[config.mk]
export PLATFORM = sky130hd
export DESIGN_NAME = pwm_compare_deadtime
export DESIGN_NICKNAME = d
export VERILOG_FILES = /design/src/rtl/pwm_pkg.sv /design/src/rtl/deadtime_timer.sv /design/src/rtl/pwm_compare_deadtime.sv
export SDC_FILE = /design/constraint.sdc
export NUM_CORES = 1
export LEC_CHECK = 0
export ABC_AREA = 1
export BUFFER_PORTS_ARGS = -buffer_cell sky130_fd_sc_hd__buf_4
export CORE_ASPECT_RATIO = 0.75
export CORE_MARGIN = 2
export CORE_UTILIZATION = 45
export DETAILED_ROUTE_END_ITERATION = 8
export PLACE_DENSITY = 0.67
export SLEW_MARGIN = 40
export SYNTH_ARGS = -nofsm -noshare
export SYNTH_HDL_FRONTEND = slang
export SYNTH_SLANG_ARGS = --single-unit
export TNS_END_PERCENT = 20
[constraint.sdc]
create_clock -name clock -period 1.98 [get_ports clock]
set_input_delay 0.396 -clock clock [delete_from_list [all_inputs] [get_ports clock]]
set_output_delay 0.396 -clock clock [all_outputs]
set_load 0.005 [all_outputs]
[src/rtl/pwm_pkg.sv]
// Shared types and default widths for the PWM counter / compare / dead-time path.
// Latency: n/a (types and constants only).
// Backpressure: n/a.
package pwm_pkg;

  localparam int COUNTER_WIDTH_DEFAULT  = 16;
  localparam int DEADTIME_WIDTH_DEFAULT = 8;

  typedef enum logic [2:0] {
    IDLE    = 3'd0,
    A_ON    = 3'd1,
    DT_TO_B = 3'd2,
    B_ON    = 3'd3,
    DT_TO_A = 3'd4
  } pwm_cmp_state_t;

  // True for the two both-outputs-off dead-time states.
  function automatic logic is_deadtime(input pwm_cmp_state_t s);
    return (s == DT_TO_A) || (s == DT_TO_B);
  endfunction

endpackage

[src/rtl/deadtime_timer.sv]
// Dead-time down-counter: loads a value, decrements on timebase ticks, saturates at zero.
// Latency: load visible one clock after the load edge; zero flag is combinational from count.
// Backpressure: none; load always wins over decrement.
module deadtime_timer #(
  parameter int DEADTIME_WIDTH = 8
) (
  input  logic                      clock,
  input  logic                      reset,
  input  logic                      load,
  input  logic [DEADTIME_WIDTH-1:0] load_value,
  input  logic                      timebase,
  output logic [DEADTIME_WIDTH-1:0] count,
  output logic                      zero
);

  assign zero = (count == '0);

  // Load on request, otherwise count down on ticks and hold at zero.
  always_ff @(posedge clock or negedge reset) begin
    if (!reset) begin
      count <= '0;
    end else if (load) begin
      count <= load_value;
    end else if (timebase && !zero) begin
      count <= count - 1'b1;
    end
  end

endmodule

[src/rtl/pwm_compare_deadtime.sv]
// Window compare on the PWM count driving a complementary A/B pair with dead-time insertion.
// Latency: 2 clocks from count_in to outputs (raw compare reg, then state/output reg) plus dead-time.
// Backpressure: none; enable low forces IDLE with both outputs off on the next edge.
module pwm_compare_deadtime
  import pwm_pkg::*;
#(
  parameter int COUNTER_WIDTH  = COUNTER_WIDTH_DEFAULT,
  parameter int DEADTIME_WIDTH = DEADTIME_WIDTH_DEFAULT
) (
  input  logic                      clock,
  input  logic                      reset,
  input  logic                      enable,
  input  logic                      timebase,
  input  logic [COUNTER_WIDTH-1:0]  count_in,
  input  logic                      reload_compare,
  input  logic [COUNTER_WIDTH-1:0]  compare_low_data,
  input  logic [COUNTER_WIDTH-1:0]  compare_high_data,
  input  logic [DEADTIME_WIDTH-1:0] deadtime_data,
  output logic                      pwm_out_a,
  output logic                      pwm_out_b,
  output logic                      shadow_loaded
);

  logic                      enable_q;
  logic                      load_shadow;
  logic [COUNTER_WIDTH-1:0]  cmp_low_s;
  logic [COUNTER_WIDTH-1:0]  cmp_high_s;
  logic [DEADTIME_WIDTH-1:0] deadtime_s;
  logic                      raw;
  pwm_cmp_state_t            state;
  pwm_cmp_state_t            state_nxt;
  logic                      timer_load;
  logic [DEADTIME_WIDTH-1:0] timer_value;
  logic [DEADTIME_WIDTH-1:0] dt_count;
  logic                      dt_zero;
  logic                      a_nxt;
  logic                      b_nxt;

  // Shadows take new thresholds at counter zero or on the first enabled cycle only.
  assign load_shadow = enable && (reload_compare || !enable_q);

  // Shadow registers, their load strobe and the enable history used to spot a rising enable.
  always_ff @(posedge clock or negedge reset) begin
    if (!reset) begin
      enable_q      <= 1'b0;
      shadow_loaded <= 1'b0;
      cmp_low_s     <= '0;
      cmp_high_s    <= '0;
      deadtime_s    <= '0;
    end else begin
      enable_q      <= enable;
      shadow_loaded <= load_shadow;
      if (load_shadow) begin
        cmp_low_s  <= compare_low_data;
        cmp_high_s <= compare_high_data;
        deadtime_s <= deadtime_data;
      end
    end
  end

  // Registered window compare; an empty or inverted window never matches.
  always_ff @(posedge clock or negedge reset) begin
    if (!reset) begin
      raw <= 1'b0;
    end else begin
      raw <= (count_in >= cmp_low_s) && (count_in < cmp_high_s);
    end
  end

  // Reload on every fresh entry into a dead-time state (including an abort to the other
  // side); clear when disabled so a re-enable never inherits a stale count.
  assign timer_load  = !enable || (is_deadtime(state_nxt) && (state_nxt != state));
  assign timer_value = enable ? deadtime_s : '0;

  deadtime_timer #(
    .DEADTIME_WIDTH (DEADTIME_WIDTH)
  ) u_deadtime_timer (
    .clock      (clock),
    .reset      (reset),
    .load       (timer_load),
    .load_value (timer_value),
    .timebase   (timebase),
    .count      (dt_count),
    .zero       (dt_zero)
  );

  // State and outputs; outputs are the registered decode of the next state.
  always_ff @(posedge clock or negedge reset) begin
    if (!reset) begin
      state     <= IDLE;
      pwm_out_a <= 1'b0;
      pwm_out_b <= 1'b0;
    end else begin
      state     <= state_nxt;
      pwm_out_a <= a_nxt;
      pwm_out_b <= b_nxt;
    end
  end

  // Next-state: disable wins, dead-time can abort to the opposite side at any point.
  always_comb begin
    state_nxt = state;
    if (!enable) begin
      state_nxt = IDLE;
    end else begin
      case (state)
        IDLE:    state_nxt = raw ? DT_TO_A : DT_TO_B;
        A_ON:    if (!raw) state_nxt = DT_TO_B;
        B_ON:    if (raw)  state_nxt = DT_TO_A;
        DT_TO_B: begin
          if (raw)          state_nxt = DT_TO_A;
          else if (dt_zero) state_nxt = B_ON;
        end
        DT_TO_A: begin
          if (!raw)         state_nxt = DT_TO_B;
          else if (dt_zero) state_nxt = A_ON;
        end
        default: state_nxt = IDLE;
      endcase
    end
  end

  // Output decode: each side only in its own steady state, so A and B are exclusive.
  always_comb begin
    a_nxt = (state_nxt == A_ON);
    b_nxt = (state_nxt == B_ON);
  end

  // The timer is only ever nonzero while a dead-time interval is in progress.
  timer_idle_zero: assert property (@(posedge clock) disable iff (!reset)
    !is_deadtime(state) |-> (dt_count == '0));

endmodule

==> qor.yml, run 1 <==
grt:
  first_global_vias: 2655
  antenna_found_initial: 0
  grt_overflow_total: 0
  grt_max_degree: 57
  grt_first_pass_wirelength_um: 12000
  grtUsageTotal: 0.191
cells_and_area:
  fillCellCount: 615
  syn2layout_area_growth_pct: 29.1
  fin_cells: 579
  layout_common_cells: "114 x nand2_1, 83 x buf_4, 54 x dfrtp_1"
  seqCellArea_sq_um: 1400
  multi_input_area_sq_um: 1660
  nets: 574
  final_common_cell: "nand2_1"
  num_antenna_cells: 0
  drive_above_1_share: 0.264
synth:
  synth.cell_area_sq_um: 3230
  netlist.area_leader.share: 0.433
  synth.yosys.seq_area_share: 0.433
  syn-num-nets: 488
  ys_types: 32
  synth_largest_area_cell: "dfrtp_1"
  syn_inst: 394
  yosys_warnings: 0
  avgSynthCellArea_sq_um: 8.21
  synth_seq_cells: 56
  synthTopCellsByArea: "dfrtp_1 43%, nand2_1 14%, ha_1 13%"
timing:
  slew_headroom: 0.515
  hold_violations: 0
  fin_skew_ns: 0.0118
  drv_slew: 0
  max_freq_ghz: 0.523
  setup_viol: 0
  period_minus_slack_ns: 1.91
  worstMarginPinSlew_ns: 0.727
  fin_crit_sh: 0.966
setup_path:
  path_cells: "nor2_1 > nand2_2 > o21ai_2 > nand2_2 > nand3_4 > nand2_1 > nand2_1 > nand3_4 > buf_6 > nand3_1 > nand2_1 > nand2_1 > nand2_1"
  slowest_stage: "dfrtp_1"
  path_class: "reg2reg"
  cp-end-kind: "register"
  critical_path_required_ns: 2.18
  arrival_ns: 2.11
  crit_top_cell: "nand2_1"
  reg2reg_depth: 13
  crit_buf_inv: 1
  crit_cells: 13
  slowest_delay_ns: 0.46
  crit_family: "simple AND/OR/NAND/NOR gates"
  cp_max_fo: 8
  start_kind: "register"
cts:
  cts.path.max_buffers: 2
  cts_tree: "done"
  cts_buffers: 5
  cts_hold_buf: 0
  htreeDepth: 2
  root_buffer: "clkbuf_8"
  cts.sinks: 56
  clock_latency_ns: 0.31
  clkTransAtPathRegs_ns: 0.10
route:
  wl_um: 7530
  drc: 0
  vias_per_cell: 4.75
  drtIter0Drc: 138
  avgRoutedWirePerCell_um: 13.0
  first_pass_iters: 4
  drtAntennaViolNets: 0
  dr_total_vias: 2753
power:
  powerDensity_nw_per_um2: 938
  fin_total_pwr_uw: 3920
  max-vdd-ir-drop_uv: 479
  leakage_uw: 0.00222
die:
  die_area_sq_um: 7890
  core_sq_um: 6900
  rows: 26
  die_w_um: 102
  pin_count: 64
  start_util: 0.469
  die_h_um: 77.4
hold_path:
  hold_class: "in2async"
placement:
  globalplace.congestion: 0.892
  numPortBuffers: 63
  hpwl_um: 5420
  place_inst: 552
job:
  cap_violations: 0
status:
  status: "completed"
-- final cells by class --
| type | count | area share |
|---|---|---|
| clock buffers | 7 | 0.0231 |
| clock inverters | 1 | 0.00719 |
| inverters | 53 | 0.0477 |
| multi-input cells | 278 | 0.397 |
| flip-flops and latches | 56 | 0.336 |
| well taps | 98 | 0.0294 |
| repair buffers | 86 | 0.159 |
-- registers in the layout (all words and copies together) (netlist names), 3 cells and up --
name                    flops
u_deadtime_timer.count      8
deadtime_s                  8
cmp_low_s                  16
cmp_high_s                 16
state                       3
-- metal layers --
metal | part of all wire | global-route usage | wire (um)
met1 | 0.50 | 0.286 | 3790
met2 | 0.44 | 0.287 | 3290
met3 | 0.052 | 0.0342 | 389
met4 | 0.0084 | 0.0440 | 63
met5 | 0 | 0 | 0
-- where the power goes --
group	total, uW	switching, uW	internal (uW)
clock network	824	377	447
logic	1650	901	747
registers	1440	128	1320
-- cells by family after synthesis --
logic type      count (synthesis)  share of synthesized area
simple gates                  170                      0.227
compound gates                 67                      0.119
buf+inv                        61                     0.0743
flops                          56                      0.433
fa+ha+maj                      33                      0.128
xor+xnor                        7                     0.0190
-- cell usage after synthesis --
cell type	instances
inv_1	46
o21ai_1	3
nand2_1	117
xnor2_1	4
a31oi_1	1
o21ai_0	35
a21boi_0	1
nand3_4	1
o31ai_1	2
xor2_1	3
clkbuf_1	7
nor2_1	13
o21ai_2	1
inv_2	6
clkinv_1	1
o21a_1	1
nand2_2	6
nor2_2	2
a21oi_1	17
ha_1	33
a21oi_2	2
or3_1	1
nand3_1	21
nand3_2	1
nand4_1	3
o211ai_1	2
nor2_4	1
nand2_4	1
dfrtp_1	56
buf_8	1
a21oi_4	2
nor3_1	3
-- worst paths after layout --
kind,from,end,slack [ns]
min in group clock,deadtime_data[4],deadtime_s[4],0.28
worst max-delay path,u_deadtime_timer.count[6],u_deadtime_timer.count[4],0.07
worst min register to register,deadtime_s[7],deadtime_s[7],0.48
worst min-delay path,reset,cmp_low_s[5],0.14
max in group asynchronous,reset,u_deadtime_timer.count[3],1.33
worst max register to register,u_deadtime_timer.count[6],u_deadtime_timer.count[4],0.07
-- metrics by stage --
stage	utilization	instance area (sq um)	setup WS (ns)	TNS, ns	hold WS [ns]
after floorplan	-	3230	0.215	0	0.100
after global placement	0.558	3850	0.104	0	0.458
after detailed placement	0.558	3850	-0.000275	-0.000275	0.467
after CTS	0.578	3990	0.0345	0	0.162
after global routing	0.605	4170	-0.0216	-0.0726	0.185
final	0.605	4170	0.0675	0	0.138
-- repair_timing --
item / CTS / global route
pin swaps: 1 / 10
gates cloned: 0 / 1
endpoints found under the setup margin: 7 / 8
resized for setup: 1 / 14
buffers inserted: 1 / 17
Note: power is estimated with default switching activity, not from simulation.
==> inputs of run 2 (changes only) <==
Settings changed: CTS_BUF_LIST set to sky130_fd_sc_hd__clkbuf_2, CTS_CLUSTER_SIZE set to 20.
==> qor.yml, run 2 (synthesized netlist as in run 1, its figures left out) <==
placement:
  place_inst: 552  # unchanged
  hpwl_um: 5420  # unchanged
  globalplace.congestion: 0.892  # unchanged
  numPortBuffers: 63  # unchanged
power:
  max-vdd-ir-drop_uv: 410  # was 479 uV
  leakage_uw: 0.00220  # was 0.00222 uW
  powerDensity_nw_per_um2: 892  # was 938 nW/um^2
  fin_total_pwr_uw: 3680  # was 3920 uW
grt:
  grt_max_degree: 57  # unchanged
  use_met3: 0.0342  # unchanged
  grt_first_pass_wirelength_um: 12000  # about the same
  antenna_found_initial: 0  # unchanged
  grtUsageTotal: 0.191  # about the same
  top_usage_layer: "met1"  # was met2
  grt_overflow_total: 0  # unchanged
  grt_use_met1: 0.289  # was 0.286
  first_global_vias: 2652  # was 2655
  grtUsageMet2: 0.284  # was 0.287
route:
  avgRoutedWirePerCell_um: 13.0  # about the same
  dr_total_vias: 2762  # was 2753
  vias_per_cell: 4.75  # about the same
  first_pass_iters: 4  # unchanged
  wl_um: 7580  # was 7530 um
  drtIter0Drc: 143  # was 138
  drc: 0  # unchanged
  drtAntennaViolNets: 0  # unchanged
setup_path:
  start_kind: "register"  # unchanged
  crit_top_cell: "nand2_1"  # unchanged
  slowest_delay_ns: 0.47  # was 0.46 ns
  critical_path_required_ns: 2.32  # was 2.18 ns
  arrival_ns: 2.34  # was 2.11 ns
  cp_max_fo: 8  # unchanged
  slowest_stage: "dfrtp_1"  # unchanged
  path_class: "reg2reg"  # unchanged
  path_cells: "inv_2 > ha_4 > nand2_2 > o21ai_2 > nand2_2 > nand3_2 > nand2_1 > nand2_1 > nand3_4 > buf_6 > nand3_1 > nand2_1 > nand2_1 > nand2_1"  # was nor2_1 > nand2_2 > o21ai_2 > nand2_2 > nand3_4 > nand2_1 > nand2_1 > nand3_4 > buf_6 > nand3_1 > nand2_1 > nand2_1 > nand2_1
  cp-end-kind: "register"  # unchanged
status:
  failed_checks: "negative setup slack"
  status: "complete, but fails checks"  # was completed
die:
  die_h_um: 77.4  # unchanged
  rows: 26  # unchanged
  die_area_sq_um: 7890  # unchanged
  core_sq_um: 6900  # unchanged
  start_util: 0.469  # unchanged
  pin_count: 64  # unchanged
  die_w_um: 102  # unchanged
cts:
  clkTransAtPathRegs_ns: 0.30  # was 0.10 ns
  cts_tree: "done"  # unchanged
  cts.path.max_buffers: 2  # unchanged
  cts.sinks: 56  # unchanged
  clock_latency_ns: 0.44  # was 0.31 ns
  root_buffer: "clkbuf_2"  # was clkbuf_8
  htreeDepth: 2  # unchanged
  cts_buffers: 5  # unchanged
timing:
  setup_viol: 4  # was 0
  worstMarginPinSlew_ns: 0.727  # about the same
  setup_ws_ns: -0.0181  # was 0.0675 ns
  period_minus_slack_ns: 2.00  # was 1.91 ns
  max_freq_ghz: 0.500  # was 0.523 GHz
  fin_skew_ns: 0.0425  # was 0.0118 ns
  rsz0062_at_grt: "yes"
  drv_slew: 0  # unchanged
  hold_violations: 0  # unchanged
  slew_headroom: 0.516  # was 0.515
  fin_crit_sh: 1.01  # was 0.966
cells_and_area:
  nets: 576  # was 574
  largestRegisters: "cmp_high_s: 16 flops, cmp_low_s: 16 flops"  # unchanged
  fin_cells: 581  # was 579
  syn2layout_area_growth_pct: 27.7  # was 29.1%
  final_common_cell: "nand2_1"  # unchanged
  layout_common_cells: "112 x nand2_1, 85 x buf_4, 53 x dfrtp_1"  # was 114 x nand2_1, 83 x buf_4, 54 x dfrtp_1
  drive_above_1_share: 0.269  # was 0.264
  num_antenna_cells: 0  # unchanged
job:
  cap_violations: 0  # unchanged
hold_path:
  hold_class: "in2reg"  # was in2async
## run 2: cell count changes in the layout (fill, tap and decap cells not counted), sizes merged
cell / before / now
buf: 86 / 87
clkbuf: 7 / 5
clkinv: 1 / 3
dlygate4sd3: 0 / 1
## run 2: area by class of cell
cell class | instances | area [sq um]
tap | 98 | 123
multi-input combinational | 278 | 1660
fill | 637 | 2770
clock buffer | 5 | 25.0
sequential | 56 | 1410
inverter | 53 | 199
clock inverter | 3 | 37.5
timing repair buffer | 88 | 679
## run 2: per-stage QoR
step / setup WS (ns) / cell area (sq um) / hold slack, ns / setup TNS (ns) / util
2_1_floorplan: 0.215 / 3230 / 0.100 / 0 / -
3_3_place_gp: 0.104 / 3850 / 0.458 / 0 / 0.558
3_5_place_dp: -0.000275 / 3850 / 0.467 / -0.000275 / 0.558
4_1_cts: 0.00698 / 3940 / 0.0956 / 0 / 0.572
5_1_grt: -0.101 / 4130 / 0.0893 / -0.558 / 0.599
6_report: -0.0181 / 4130 / 0.116 / -0.0649 / 0.599
## run 2: where the power goes
part	total (uW)	switching (uW)	internal [uW]
sequential	1450	126	1320
combinational	1670	919	756
clock	563	357	206
## run 2: worst max-delay path: cells and delay by family, from the launching register on
kind | cells | cell delay, ns
flops | 1 | 0.47
fa+ha+maj | 1 | 0.13
buf+inv | 2 | 0.26
simple gates | 10 | 0.84
compound gates | 1 | 0.16
## run 2: worst paths after layout
kind                       cells after the start                        end  slack [ns]                      start
hold / removal                                 3              deadtime_s[4]        0.12           deadtime_data[4]
hold reg to reg                                2              deadtime_s[7]        0.52              deadtime_s[7]
setup / recovery                              14  u_deadtime_timer.count[2]       -0.02  u_deadtime_timer.count[1]
setup reg to reg                              14  u_deadtime_timer.count[2]       -0.02  u_deadtime_timer.count[1]
min in group asynchronous                      2              shadow_loaded        0.49                      reset
max in group asynchronous                      2  u_deadtime_timer.count[2]        0.92                      reset
## run 2: what timing repair did
item | CTS | global route
buffers inserted | 2 | 17
cloned | 0 | 1
resized for setup | 1 | 17
setup endpoints to repair | 8 | 8
pin swaps | 1 | 11
endpoints found under the hold margin | 44 | 0
hold buffers | 1 | 0
## run 2: per-layer routing
metal | wire [um] | vias up | part of all wire
met1 | 3880 | 1253 | 0.51
li1 | - | 1441 | -
met2 | 3330 | 63 | 0.44
met4 | 49 | 0 | 0.0065
met5 | 0 | - | 0
met3 | 323 | 5 | 0.043
==> inputs of run 3 (changes only) <==
Settings changed: BUFFER_PORTS_ARGS -buffer_cell sky130_fd_sc_hd__buf_4 to -buffer_cell sky130_fd_sc_hd__buf_2, CTS_CLUSTER_SIZE 20 to unset.
==> qor.yml, run 3 (synthesized netlist as in run 1, its figures left out) <==
route:
  wl_um: 7030  # was 7580 um
  drc: 0  # unchanged
  drtAntennaViolNets: 0  # unchanged
  drtIter0Drc: 173  # was 143
  avgRoutedWirePerCell_um: 12.3  # was 13.0 um
  first_pass_iters: 4  # unchanged
  vias_per_cell: 4.82  # was 4.75
  dr_total_vias: 2747  # was 2762
grt:
  grt_max_degree: 49  # was 57
  grtUsageTotal: 0.188  # was 0.191
  antenna_found_initial: 0  # unchanged
  first_global_vias: 2669  # was 2652
  grt_first_pass_wirelength_um: 12000  # about the same
  grt_overflow_total: 0  # unchanged
timing:
  period_minus_slack_ns: 1.91  # was 2.00 ns
  max_freq_ghz: 0.524  # was 0.500 GHz
  fin_crit_sh: 0.964  # was 1.01
  hold_violations: 0  # unchanged
  setup_viol: 0  # was 4
  slew_headroom: 0.673  # was 0.516
  finalSetupTns_ns: 0  # was -0.0649 ns
  fin_skew_ns: 0.0200  # was 0.0425 ns
  drv_slew: 0  # unchanged
  setup_ws_ns: 0.0721  # was -0.0181 ns
  worstMarginPinSlew_ns: 0.491  # was 0.727 ns
  rsz0062_at_grt: "yes"  # unchanged
die:
  rows: 26  # unchanged
  die_area_sq_um: 7890  # unchanged
  start_util: 0.469  # unchanged
  die_h_um: 77.4  # unchanged
  core_sq_um: 6900  # unchanged
  pin_count: 64  # unchanged
  die_w_um: 102  # unchanged
cts:
  cts_tree: "done"  # unchanged
  htreeDepth: 2  # unchanged
  cts.sinks: 56  # unchanged
  clock_latency_ns: 0.44  # about the same
  root_buffer: "clkbuf_2"  # unchanged
  clkTransAtPathRegs_ns: 0.30  # about the same
  cts.path.max_buffers: 2  # unchanged
  cts_buffers: 5  # unchanged
cells_and_area:
  fin_cells: 570  # was 581
  stdcell_area_sq_um: 3900  # was 4130 sq um
  fillCellCount: 658  # was 637
  largestRegisters: "cmp_high_s: 16 flops, cmp_low_s: 16 flops"  # unchanged
  nets: 565  # was 576
  num_antenna_cells: 0  # unchanged
  drive_above_1_share: 0.244  # was 0.269
  layout_common_cells: "112 x nand2_1, 63 x buf_2, 56 x dfrtp_1"  # was 112 x nand2_1, 85 x buf_4, 53 x dfrtp_1
  multi_input_area_sq_um: 1640  # was 1660 sq um
  seqCellArea_sq_um: 1400  # was 1410 sq um
  final_common_cell: "nand2_1"  # unchanged
  syn2layout_area_growth_pct: 20.6  # was 27.7%
setup_path:
  reg2reg_depth: 14  # unchanged
  crit_top_cell: "nand2_2"  # was nand2_1
  crit_family: "simple AND/OR/NAND/NOR gates"  # unchanged
  regToRegStartpoint: "u_deadtime_timer.count[0]"  # was u_deadtime_timer.count[1]
  start_kind: "register"  # unchanged
  reg2reg_to: "u_deadtime_timer.count[6]"  # was u_deadtime_timer.count[2]
  cp-end-kind: "register"  # unchanged
  arrival_ns: 2.31  # was 2.34 ns
  slowest_delay_ns: 0.46  # was 0.47 ns
  critical_path_required_ns: 2.38  # was 2.32 ns
  path_class: "reg2reg"  # unchanged
  r2r_slack_ns: 0.07  # was -0.02 ns
  crit_buf_inv: 1  # was 2
  path_cells: "inv_2 > ha_1 > nand2_2 > o21ai_2 > nand2_1 > nand2_2 > nand2_4 > nand2_2 > nand2_2 > nand3_4 > nand2_8 > a21oi_4 > nand2_1 > nand2_1"  # was inv_2 > ha_4 > nand2_2 > o21ai_2 > nand2_2 > nand3_2 > nand2_1 > nand2_1 > nand3_4 > buf_6 > nand3_1 > nand2_1 > nand2_1 > nand2_1
  slowest_stage: "dfrtp_1"  # unchanged
  cp_max_fo: 8  # unchanged
power:
  leakage_uw: 0.00211  # was 0.00220 uW
  powerDensity_nw_per_um2: 899  # was 892 nW/um^2
  fin_total_pwr_uw: 3510  # was 3680 uW
  max-vdd-ir-drop_uv: 361  # was 410 uV
hold_path:
  hold_class: "in2reg"  # unchanged
  min_from: "deadtime_data[2]"  # was deadtime_data[4]
  hold_path_end: "deadtime_s[2]"  # was deadtime_s[4]
  hold_depth: 3  # unchanged
placement:
  pre_cts_ws_ns: 0.0358  # was -0.000275 ns
  placed_area_sq_um: 3710  # was 3850 sq um
  globalplace.congestion: 0.828  # was 0.892
  numPortBuffers: 63  # unchanged
  hpwl_um: 5450  # was 5420 um
  place_inst: 553  # was 552
status:
  status: "completed"  # was complete, but fails checks
job:
  cap_violations: 0  # unchanged
run 3: cell types whose count changed in the layout (fill, tap and decap cells not counted), sizes merged:
cell / change
inv: +1
clkinv: -2
nand2: -1
buf: -10
clkinvlp: +1
run 3: worst max-delay path by stage:
stage | slack [ns] | to | cells past startpoint | from
6_report | 0.07 | u_deadtime_timer.count[6] | 14 | u_deadtime_timer.count[0]
5_1_grt | -0.07 | u_deadtime_timer.count[5] | 16 | state[0]
4_1_cts | 0.008 | u_deadtime_timer.count[6] | 14 | u_deadtime_timer.count[1]
3_5_place_dp | 0.04 | u_deadtime_timer.count[6] | 14 | u_deadtime_timer.count[0]
3_3_place_gp | 0.13 | u_deadtime_timer.count[4] | 14 | u_deadtime_timer.count[0]
2_1_floorplan | 0.21 | u_deadtime_timer.count[5] | 15 | u_deadtime_timer.count[0]
run 3: what timing repair did:
| item | CTS | global route |
|---|---|---|
| gates resized for setup | 2 | 9 |
| setup buffers | 0 | 8 |
| endpoints found under the hold margin | 19 | 0 |
| pin swaps | 1 | 6 |
| cloned | 0 | 0 |
| hold buffers | 1 | 0 |
| setup endpoints to repair | 7 | 8 |
run 3: layer usage:
metal,vias to the layer above,part of all wire,routed length [um],track usage
li1,1419,-,-,-
met1,1265,0.50,3540,0.282
met2,59,0.44,3070,0.284
met3,4,0.052,367,0.0333
met4,0,0.0074,52,0.0413
met5,-,0,0,0
run 3: area by class of cell:
cell class                 count  area share
clock buffer                   5     0.00641
sequential                    56       0.359
timing repair buffer          78       0.121
tap                           98      0.0314
clock inverter                 3      0.0119
inverter                      53      0.0510
multi-input combinational    277       0.419
run 3: worst min-delay path, cell delays in order:
cell     delay (ns)
buf_2          0.07
nand2_1        0.04
nand2_1        0.05
run 3: metrics by stage:
step	hold WS, ns	utilization
finish	0.119	0.566
floorplan	0.100	-
global route	0.0625	0.566
global placement	0.389	0.538
CTS	0.0959	0.551
detailed placement	0.394	0.538
run 3: power breakdown:
part	leakage, uW	internal, uW	total, uW	switching [uW]
registers	0.000699	1320	1440	125
clock network	0.0000396	218	594	376
logic	0.00137	638	1470	834
